## src/rtl/fetch_pkg.sv

```systemverilog
// Shared types, constants and the fetch-address legality check for the fetch stage.
package fetch_pkg;

  typedef enum logic [1:0] {S_BOOT, S_FETCH, S_FAULT} fetch_state_t;
  typedef enum logic [1:0] {PC_HOLD, PC_INC, PC_LOAD} pc_sel_t;

  localparam logic [31:0] NOP_INSTR = 32'h0;
  localparam logic [31:0] PC_STEP   = 32'd4;

  // Widened compare so a huge rom_words cannot wrap the byte limit.
  function automatic logic is_legal_pc(input logic [31:0] addr, input int unsigned rom_words);
    logic [33:0] limit;
    limit = 34'(rom_words) << 2;
    return (addr[1:0] == 2'b00) && ({2'b00, addr} < limit);
  endfunction

endpackage

```

## src/rtl/fetch_stage_pc_reg.sv

```systemverilog
// Program counter register: holds, steps by one word, or loads a redirect target.
module pc_reg
  import fetch_pkg::*;
#(
  parameter logic [31:0] RESET_PC = 32'h0000_0000
) (
  input  logic        clk,
  input  logic        rst_n,
  input  pc_sel_t     sel,
  input  logic [31:0] target,
  output logic [31:0] pc_q
);

  // NOTE: state registers use non-blocking assignments and an async reset in the sensitivity list.
  always_ff @(posedge clk or negedge rst_n) begin
    if (!rst_n) begin
      pc_q <= RESET_PC;
    end else begin
      case (sel)
        PC_INC:  pc_q <= pc_q + PC_STEP;
        PC_LOAD: pc_q <= target;
        default: pc_q <= pc_q;
      endcase
    end
  end

endmodule

```

## src/rtl/fetch_stage.sv

```systemverilog
// Instruction fetch stage: PC sequencing, IF/ID register with valid/ready, redirect/flush and fault.
module fetch_stage
  import fetch_pkg::*;
#(
  parameter logic [31:0] RESET_PC  = 32'h0000_0000,
  parameter int unsigned ROM_WORDS = 64,
  parameter int unsigned CNT_W     = 32
) (
  input  logic             clk,
  input  logic             rst_n,
  output logic [31:0]      imem_addr,
  input  logic [31:0]      imem_rd,
  input  logic             redirect_i,
  input  logic [31:0]      redirect_target_i,
  input  logic             flush_i,
  input  logic             id_ready_i,
  output logic             id_valid_o,
  output logic [31:0]      id_instr_o,
  output logic [31:0]      id_pc_o,
  output logic [31:0]      id_pc_plus4_o,
  output logic             fault_o,
  output logic [CNT_W-1:0] instr_count_o
);

  fetch_state_t state;
  pc_sel_t      pc_sel;
  logic [31:0]  pc_q;
  logic         redirect_ok;
  logic         pc_ok;
  logic         stall;
  logic         count_en;

  pc_reg #(.RESET_PC(RESET_PC)) u_pc_reg (
    .clk    (clk),
    .rst_n  (rst_n),
    .sel    (pc_sel),
    .target (redirect_target_i),
    .pc_q   (pc_q)
  );

  assign imem_addr = pc_q;

  // NOTE: every always_comb output gets a default first so no latch is inferred.
  always_comb begin
    redirect_ok = is_legal_pc(redirect_target_i, ROM_WORDS);
    pc_ok       = is_legal_pc(pc_q, ROM_WORDS);
    stall       = id_valid_o && !id_ready_i;
    count_en    = (state == S_FETCH) && id_valid_o && id_ready_i && !redirect_i && !flush_i;
    pc_sel      = PC_HOLD;
    if (state == S_FETCH) begin
      if (redirect_i) begin
        if (redirect_ok) pc_sel = PC_LOAD;
      end else if (!flush_i && !stall && pc_ok) begin
        pc_sel = PC_INC;
      end
    end
  end

  always_ff @(posedge clk or negedge rst_n) begin
    if (!rst_n) begin
      state         <= S_BOOT;
      id_valid_o    <= 1'b0;
      id_instr_o    <= NOP_INSTR;
      id_pc_o       <= 32'h0;
      id_pc_plus4_o <= PC_STEP;
      fault_o       <= 1'b0;
      instr_count_o <= '0;
    end else begin
      if (count_en) instr_count_o <= instr_count_o + CNT_W'(1);
      case (state)
        S_BOOT: state <= S_FETCH;
        S_FETCH: begin
          // Redirect beats flush and backpressure; the wrong-path word is dropped.
          if (redirect_i) begin
            id_valid_o <= 1'b0;
            if (!redirect_ok) begin
              state   <= S_FAULT;
              fault_o <= 1'b1;
            end
          end else if (flush_i) begin
            id_valid_o <= 1'b0;
          end else if (!stall) begin
            if (!pc_ok) begin
              state      <= S_FAULT;
              fault_o    <= 1'b1;
              id_valid_o <= 1'b0;
            end else begin
              id_instr_o    <= imem_rd;
              id_pc_o       <= pc_q;
              id_pc_plus4_o <= pc_q + PC_STEP;
              id_valid_o    <= 1'b1;
            end
          end
        end
        default: id_valid_o <= 1'b0;
      endcase
    end
  end

endmodule

```

## config.mk

```make
export PLATFORM = sky130hd
export DESIGN_NAME = fetch_stage
export DESIGN_NICKNAME = d
export VERILOG_FILES = /design/src/rtl/fetch_pkg.sv /design/src/rtl/fetch_stage_pc_reg.sv /design/src/rtl/fetch_stage.sv
export SDC_FILE = /design/constraint.sdc
export NUM_CORES = 1
export LEC_CHECK = 0
export BUFFER_PORTS_ARGS = -buffer_cell sky130_fd_sc_hd__buf_4
export CAP_MARGIN = 20
export CORE_MARGIN = 4
export CORE_UTILIZATION = 35
export DETAILED_ROUTE_END_ITERATION = 10
export PLACE_DENSITY = 0.63
export SLEW_MARGIN = 20
export SYNTH_ARGS = -nofsm -noshare
export SYNTH_HDL_FRONTEND = slang
export SYNTH_SLANG_ARGS = --single-unit
```

## constraint.sdc

```tcl
create_clock -name clk -period 3.4 [get_ports clk]
set_clock_uncertainty 0.15 [all_clocks]
set_input_delay 0.17 -clock clk [delete_from_list [all_inputs] [get_ports clk]]
set_output_delay 0.17 -clock clk [all_outputs]
set_load 0.1 [all_outputs]
```

; ---- Yosys cells after proc, flatten, opt, wreduce, memory -nomap -nowiden
; Index checks and enable logic that the tools add are counted.
[word_totals]
wordCells = 71
inputBits = 69
reg_bits = 164
out_inout_bits = 162
[op_classes]
n_addsub = 2
n_lt_le_gt_ge = 2
muxes = 21
bitwise = 4
reduce_logical = 22
n_eq_ne = 12
[op_table]
columns = op, n
row1 = $lt A32 B9 Y1 const B, 2
row2 = $pmux W32 S2, 1
row3 = $add A32 B1 Y32 const B, 1
row4 = $add A32 B3 Y32 const B, 1
row5 = $mux W2, 8
row6 = $reduce_and A5 Y1, 3
row7 = $ne A3 B3 Y1 const B, 4
row8 = $mux W1, 10
row9 = $logic_and A1 B1 Y1, 9
row10 = $ne A2 B2 Y1 const B, 4
row11 = $logic_not A2 Y1, 3
row12 = $eq A2 B1 Y1 const B, 2
row13 = $logic_not A1 Y1, 4
row14 = $ne A4 B4 Y1 const B, 1
row15 = $not A1 Y1, 4
row16 = $pmux W2 S2, 1
row17 = $reduce_bool A2 Y1, 2
row18 = $eq A2 B2 Y1 const B, 1
row19 = $pmux W1 S2, 1
row20 = $reduce_and A2 Y1, 1

; ---- Longest topological paths before layout
; Gate-level depths: netlist of run 1.
[logic_depth]
word_depth = 10
mapped_depth = 12
depth_no_buf = 9

; ---- Cells and area by module
; Synthesis of run 1 repeated with hierarchy kept, for this count alone.
[unflattened]
cells_unflattened = 625
hier_area_um2 = 7203.2
[modules_own_cells]
columns = mod, area_per_inst_um2, cells_each, seq_area_each_um2, instances
row1 = fetch_stage, 5166.2, 389, 3254.4, 1
row2 = pc_reg, 2037.0, 236, 800.8, 1

; ---- Worst setup path before layout of run 1
; OpenSTA, ideal clock, no wires.
[synth_timing]
path_kind = flip-flop to flip-flop
start = register u_pc_reg.pc_q[19]
end = register u_pc_reg.pc_q[30]
setup_time_ns = 0.108
synth_period_minus_slack_ns = 3.702
path_slack_ns = -0.302
required_ns = 3.142
path_buffers = 3
path_stages_with_launch = 12
arrival_ns = 3.443
path_cell_list = dfrtp_1 clkbuf_1 nor4_1 nand4_1 nor4_1 nand2b_1 ha_1 clkbuf_1 or2_2 clkbuf_1 or4_1 o311ai_1
[synth_between]
elab_chain_cells = 8
elab_cells_between_ends = 11
classes_between = 1 x add/sub / 1 x order compare / 2 x eq/ne / 4 x mux / 3 x reduce/logical
[synth_rtl]
columns = item, line_no
row1 = start: declaration, fetch_stage_pc_reg.sv:11  ; output logic [31:0] pc_q
row2 = start signal: assignment, fetch_stage_pc_reg.sv:20  ; PC_INC: pc_q <= pc_q + PC_STEP;
row3 = start signal: assignment, fetch_stage_pc_reg.sv:21  ; PC_LOAD: pc_q <= target;
row4 = start signal: assignment, fetch_stage_pc_reg.sv:22  ; default: pc_q <= pc_q;
row5 = $lt A32 B9 Y1, fetch_pkg.sv:14  ; return (addr[1:0] == 2'b00) && ({2'b00, addr} < limit);
row6 = $logic_and A1 B1 Y1, fetch_pkg.sv:14
row7 = $logic_and A1 B1 Y1, fetch_stage.sv:53  ; end else if (!flush_i && !stall && pc_ok) begin
row8 = $mux W1, fetch_stage.sv:53
row9 = $mux W2, fetch_stage.sv:51  ; if (redirect_i) begin
row10 = $mux W2, fetch_stage.sv:50  ; if (state == S_FETCH) begin
row11 = $eq A2 B2 Y1 or $eq A2 B1 Y1 (tied branches), fetch_stage_pc_reg.sv:19  ; case (sel)
row12 = $pmux W32 S2 or $reduce_bool A2 Y1 (tied branches), n/a
; Parallel ways exist; a longest one is shown, timed or not.
; A chain may end at the register's enable or synchronous reset.

; ---- Final worst setup path of run 1
[layout_timing]
start = register u_pc_reg.pc_q[24]
end = register u_pc_reg.pc_q[30]
; The elaborated chain is that of the path after synthesis.

==> results of run 1 <==
## state kept, by name (all words and copies together) (netlist names)
name           cells
id_instr_o        32
id_pc_o           32
instr_count_o     32
u_pc_reg.pc_q     32
id_pc_plus4_o     30
state              2
fault_o            1
id_valid_o         1
## power groups by stage
| stage | Clock, µW | Sequential [µW] | Combinational (µW) |
|---|---|---|---|
| final | 1970 | 2350 | 2840 |
| after global routing | 2130 | 2390 | 2940 |
| after CTS | 2030 | 2340 | 2850 |
| after detailed placement | 0 | 2380 | 2790 |
| after global placement | 0 | 2370 | 2780 |
| after floorplan | 0 | 4140 | 362 |
## Yosys cell counts, types with 4 or more instances
cell type / instances / area [µm²]
dfrtp_1: 161 / 4030
nor2b_1: 51 / 319
mux2_2: 47 / 529
nand3_1: 30 / 150
xnor2_1: 30 / 263
nand4_1: 27 / 169
nor4_1: 26 / 163
nand2_1: 24 / 90.1
o21ai_0: 23 / 115
clkbuf_1: 21 / 78.8
nor2_1: 19 / 71.3
nor3_1: 18 / 90.1
a21oi_1: 16 / 80.1
and3_1: 12 / 75.1
buf_2: 10 / 50.1
inv_1: 9 / 33.8
and4_1: 8 / 70.1
xor2_1: 6 / 52.6
a22oi_1: 5 / 37.5
buf_4: 5 / 37.5
or3_1: 5 / 31.3
or4_1: 5 / 37.5
a31oi_1: 4 / 25.0
o211ai_1: 4 / 30.0
## worst max-delay path by stage
stage | startpoint | end | slack, ns | depth (start not counted)
2_1_floorplan | u_pc_reg.pc_q[10]$_DFFE_PN0P_ | u_pc_reg.pc_q[30]$_DFFE_PN0P_ | 0.008 | 9
3_3_place_gp | u_pc_reg.pc_q[24]$_DFFE_PN0P_ | u_pc_reg.pc_q[19]$_DFFE_PN0P_ | 0.30 | 10
3_5_place_dp | u_pc_reg.pc_q[24]$_DFFE_PN0P_ | u_pc_reg.pc_q[15]$_DFFE_PN0P_ | 0.19 | 9
4_1_cts | u_pc_reg.pc_q[24]$_DFFE_PN0P_ | u_pc_reg.pc_q[15]$_DFFE_PN0P_ | 0.17 | 9
5_1_grt | u_pc_reg.pc_q[24]$_DFFE_PN0P_ | u_pc_reg.pc_q[30]$_DFFE_PN0P_ | 0.02 | 8
6_report | u_pc_reg.pc_q[24]$_DFFE_PN0P_ | u_pc_reg.pc_q[30]$_DFFE_PN0P_ | 0.22 | 8
## per-stage QoR
step | instance area (µm²) | hold WS (ns) | setup WS, ns | total power (µW) | std cells
6_report | 10500 | 0.0127 | 0.217 | 7160 | 1203
5_1_grt | 10500 | 0.0200 | 0.0213 | 7450 | 1203
4_1_cts | 10500 | 0.00358 | 0.168 | 7220 | 1200
3_5_place_dp | 9300 | 0.0275 | 0.192 | 5160 | 1107
3_3_place_gp | 9300 | 0.0228 | 0.304 | 5150 | 1107
2_1_floorplan | 7260 | -0.276 | 0.00787 | 4500 | 630
## worst max-delay path: cells and delay by family (launching register included)
family / cells / cell delay (ns)
and+or+nand+nor: 6 / 1.90
DFF: 1 / 0.46
adders and majority gates: 1 / 0.30
AOI/OAI and AO/OA: 1 / 0.24
## repair_timing
| item | in CTS | in global routing |
|---|---|---|
| hold endpoints to repair | 114 | 0 |
| hold buffers | 61 | 0 |
| endpoints found under the setup margin | 0 | 4 |
| buffers inserted | 0 | 3 |
| gates resized for setup | 0 | 1 |
## per-layer routing
layer	part of all wire, %	routed length [µm]	vias up	track usage [%]
met2	45	9580	277	27.4
li1	-	-	2895	-
met1	44	9490	3042	26.1
met5	0	0	-	0
met3	8.3	1770	39	5.35
met4	2.5	545	0	6.33
## cells by family after synthesis
group / Yosys count / share of synthesized area [%]
simple gates: 248 / 20.5
flops: 162 / 56.2
compound gates: 83 / 7.70
mux: 50 / 7.76
buf+inv: 48 / 2.95
xor+xnor: 36 / 4.37
fa+ha+maj: 3 / 0.521
## final cells by class
| cell class | instances | area [µm²] | share of cell area [%] |
|---|---|---|---|
| Clock inverter | 15 | 183 | 1.73 |
| Multi-Input combinational cell | 420 | 2950 | 28.0 |
| Tap cell | 270 | 338 | 3.20 |
| Timing Repair Buffer | 310 | 2520 | 23.9 |
| Inverter | 9 | 37.5 | 0.356 |
| Sequential cell | 162 | 4090 | 38.8 |
| Clock buffer | 17 | 425 | 4.03 |
==> summary.md, run 1 <==
| Metric | Value |
|---|---|
| IO Count | `231` |
| Syn Nets | `702` |
| CP max stage cell | `dfrtp_2` |
| # fillers | `1767` |
| Hold-critical path endpoint | `id_valid_o$_DFFE_PN0P_` |
| Max Slew Vio Count | `0` |
| Worst relative slew slack | `38.0%` |
| DR iter-0 viols | `521` |
| Pint | `3890 µW` |
| CTS sink count | `162` |
| Critical path cell sequence | `nor4_1, nand4_1, nor4_2, nand2b_1, ha_1, or2_2, or4_1, o311ai_1` |
| WP data required | `3.56 ns` |
| Worst EP arrival | `3.35 ns` |
| DRT Pass-1 Iters | `5` |
| Mapped cell area | `7210 µm²` |
| Die area | `23000 µm²` |
| Nets | `992` |
| Status | `finished, final reports clean` |
| Num rows | `52` |
| CTS root buf | `clkbuf_16` |
| Layout area overhead | `46.3%` |
| Mapped Cells | `630` |
| Post-synth EDFFs | `0` |
| Worst-Margin Slew | `0.922 ns` |
| DP HPWL | `14.6 mm` |
| Logic pwr share | `39.6%` |
| Starting Density | `35.6%` |
| VDD IR-drop max | `754 µV` |
| CTS clk-pin slew, worst paths | `0.08 ns` |
| Synth Flop Type | `dfrtp_1` |
| Critical R2R Capture | `u_pc_reg.pc_q[30]$_DFFE_PN0P_` |
| Most common cell after layout, fill and taps aside | `buf_4` |
| Critical path fanouts, max | `10` |
| Clock power frac | `27.5%` |
| Vias | `6253` |
| Sw frac | `45.6%` |
| Number of max-cap violations | `0` |
| Share of layout cells above drive strength 1 | `39.0%` |
| Worst hold stages | `3` |
| Die Y | `152 µm` |
| Vias/cell | `5.20` |
| CTS tree | `done` |
| DRC Markers | `0` |
| YS warnings | `0` |
| Final setup fails | `0` |
| Reg2reg start | `u_pc_reg.pc_q[24]$_DFFE_PN0P_` |
| FF-to-FF setup slack | `0.22 ns` |
| Setup crit start kind | `flop` |
| Final worst path period share | `93.6%` |
| Path type of the worst setup path | `reg2reg` |
| H-tree depth | `4` |
| Clock Latency Late Sink | `0.43 ns` |
| Ant. Diodes | `0` |
| Worst setup EP type | `flop` |
| First-pass GRT wire length | `33.5 mm` |
| Die Wd | `152 µm` |
| Worst-case clock buffer depth | `2` |
| GRT Total Usage | `18.5%` |
| Sequential power share | `32.8%` |
| Final ANT Viol Nets | `0` |
| Hold Crit Class | `in2reg` |
| Total gr overflow | `0` |
| Post-synthesis async set-or-reset flop share | `100%` |
| CP max stage delay | `0.46 ns` |
| Core area | `20200 µm²` |
| Hold_sp | `id_ready_i` |
| Highest clock rate | `0.314 GHz` |
| Setup TNS | `0 ns` |
| Power Density | `678 nW/µm²` |
| PortBufs | `230` |
| R2R cell count | `8` |
| Fin crit period | `3.18 ns` |
| Routed WL | `21.4 mm` |
| Net Switching | `3260 µW` |
| Initial antenna violation count | `0` |
| Seq cells post-synth | `162` |
| P_leak | `0.00497 µW` |
| CTS Buf Count | `17` |
| Largest net degree at the start of global routing | `95` |
| Synth unique cells | `64` |
| Sequential area share after synthesis | `56.2%` |
| Final hold vios | `0` |
| Global placement routability congestion | `0.878` |
| Most frequent cells in the layout | `245 x buf_4, 138 x dfrtp_1, 61 x dlygate4sd3_1` |
| Fin util | `52.1%` |
| Vias in the first global route | `6093` |
| Unrepaired setup endpoints after global routing | `false` |
| Routed len/inst | `17.8 µm` |
| Synth Area per Inst | `11.4 µm²` |
No activity file was read; power rests on OpenSTA's default activity.
==> inputs of run 2 (changes only) <==
--- a/config.mk
+++ b/config.mk
@@ -9,8 +9,9 @@
 export CAP_MARGIN = 20
 export CORE_MARGIN = 4
 export CORE_UTILIZATION = 35
+export CTS_CLUSTER_SIZE = 12
 export DETAILED_ROUTE_END_ITERATION = 10
-export PLACE_DENSITY = 0.63
+export PLACE_DENSITY = 0.66
 export SLEW_MARGIN = 20
 export SYNTH_ARGS = -nofsm -noshare
 export SYNTH_HDL_FRONTEND = slang
==> run 2 against run 1 <==
Compared with the run above: register-to-register slack improved by 0.05 ns; first-iteration DRC count decreased by 35%; wire length increased by 0.67%; critical path type is now in2reg; largest cell class unchanged; highest routed layer unchanged.
==> summary.md, run 2 (synthesis gave the netlist of run 1 again) <==
| Metric | Value |
|---|---|
| Status | `finished, final reports clean` |
| DR iter-0 viols | `340` |
| Worst-case clock buffer depth | `2` |
| Largest net degree at the start of global routing | `95` |
| First-pass GRT wire length | `33.6 mm` |
| DRT Pass-1 Iters | `5` |
| PortBufs | `230` |
| Layout area overhead | `45.8%` |
| H-tree depth | `4` |
| Initial antenna violation count | `0` |
| Worst-Margin Slew | `0.812 ns` |
| Hold Crit Class | `in2reg` |
| Hold WS | `0.0131 ns` |
| Worst relative slew slack | `45.4%` |
| Ant. Diodes | `0` |
| Net Switching | `3290 µW` |
| VDD IR-drop max | `872 µV` |
| Power Density | `676 nW/µm²` |
| DRC Markers | `0` |
| Starting Density | `35.6%` |
| CTS root buf | `clkbuf_16` |
| Unrepaired setup endpoints after global routing | `false` |
| Logic pwr share | `40.1%` |
| CTS sink count | `162` |
| Share of layout cells above drive strength 1 | `38.9%` |
| Total gr overflow | `0` |
| CTS clk-pin slew, worst paths | `0.07 ns` |
| Worst EP arrival | `3.34 ns` |
| Max Slew Vio Count | `0` |
| CTS tree | `done` |
| Nets | `991` |
| Register Area | `4090 µm²` |
| Final hold vios | `0` |
| Final worst path period share | `93.3%` |
| Highest clock rate | `0.315 GHz` |
| Die Wd | `152 µm` |
| Most frequent cells in the layout | `246 x buf_4, 138 x dfrtp_1, 60 x dlygate4sd3_1` |
| Clock power frac | `26.8%` |
| Routed len/inst | `17.9 µm` |
| Vias | `6272` |
| Routed WL | `21.5 mm` |
| Multi-input logic area | `2960 µm²` |
| Sw frac | `46.3%` |
| IO Count | `231` |
| Setup crit start kind | `primary input` |
| Number of max-cap violations | `0` |
| Global placement routability congestion | `0.896` |
| Final setup fails | `0` |
| Num rows | `52` |
| Final ANT Viol Nets | `0` |
| Most common cell after layout, fill and taps aside | `buf_4` |
| P_leak | `0.00496 µW` |
| Sequential power share | `33.1%` |
| Vias in the first global route | `6001` |
| DP HPWL | `14.8 mm` |
| Vias/cell | `5.22` |
| Clock Latency Late Sink | `0.43 ns` |
| Core area | `20200 µm²` |
| Critical path fanouts, max | `10` |
| Setup TNS | `0 ns` |
| Worst setup EP type | `flop` |
| CTS Buf Count | `17` |
| Die area | `23000 µm²` |
| Die Y | `152 µm` |
| Path type of the worst setup path | `in2reg` |
| Fin crit period | `3.17 ns` |
| # fillers | `1781` |
| Pint | `3820 µW` |
| GRT Total Usage | `18.5%` |
| WP data required | `3.57 ns` |
## run 2: cell count changes in the layout (fill, tap and decap cells not counted), sizes merged
| cell | delta |
|---|---|
| bufinv | -1 |
| clkinv | +3 |
| clkinvlp | -1 |
| dlygate4sd3 | -1 |
| inv | -1 |
## run 2: path summary, 6_finish.rpt
kind / slack (ns) / start / to / depth (start not counted)
max: 0.23 / redirect_i / u_pc_reg.pc_q[30]$_DFFE_PN0P_ / 9
min: 0.01 / id_ready_i / id_valid_o$_DFFE_PN0P_ / 3
max reg2reg: 0.27 / u_pc_reg.pc_q[10]$_DFFE_PN0P_ / u_pc_reg.pc_q[30]$_DFFE_PN0P_ / 7
min reg2reg: 0.32 / id_pc_plus4_o[2]$_DFFE_PN1P_ / id_pc_plus4_o[2]$_DFFE_PN1P_ / 2
max in group asynchronous: 2.03 / rst_n / u_pc_reg.pc_q[11]$_DFFE_PN0P_ / 3
min in group asynchronous: 0.17 / rst_n / id_pc_o[15]$_DFFE_PN0P_ / 2
## run 2: cell type report
class                   instances  area share, %
flip-flops and latches        162           38.9
clock inverters                15           1.56
inverters                       9          0.321
multi-input cells             420           28.2
well taps                     270           3.21
clock buffers                  17           4.05
repair buffers                309           23.8
## run 2: what timing repair did
action,4_1_cts,5_1_grt
setup endpoints to repair,0,1
resized for setup,0,1
hold buffers,60,0
setup buffers,0,1
endpoints found under the hold margin,122,0
## run 2: worst max-delay path, cell delays in order
cell and delay [ns]:
dlygate4sd3_1 0.55, buf_4 0.16, or4b_1 0.58, nor4_4 0.32, nand2b_1 0.09, ha_1 0.36
or2_2 0.41, or4_1 0.44, o311ai_1 0.24
## run 2: per-stage QoR
step	utilization, %	cells	area, µm²	setup WS, ns	power, µW
after floorplan	-	630	7260	0.00787	4500
final	52.0	1202	10500	0.229	7100
after global placement	46.0	1109	9310	0.318	5150
after global routing	52.0	1202	10500	0.0779	7360
after detailed placement	46.0	1109	9310	0.213	5180
after CTS	51.9	1201	10500	0.182	7160
## run 2: power by group through the flow
stage               Sequential [µW]  Combinational [µW]  Clock [µW]
CTS                            2350                2850        1960
global placement               2370                2780           0
floorplan                      4140                 362           0
detailed placement             2380                2790           0
global route                   2380                2940        2040
finish                         2350                2850        1910
## run 2: routing by layer
metal	vias to the layer above	track usage (%)	wire, µm
li1	2894	-	-
met2	274	28.0	9810
met1	3066	25.1	9340
met3	38	5.68	1850
met5	-	0	0
met4	0	6.87	530
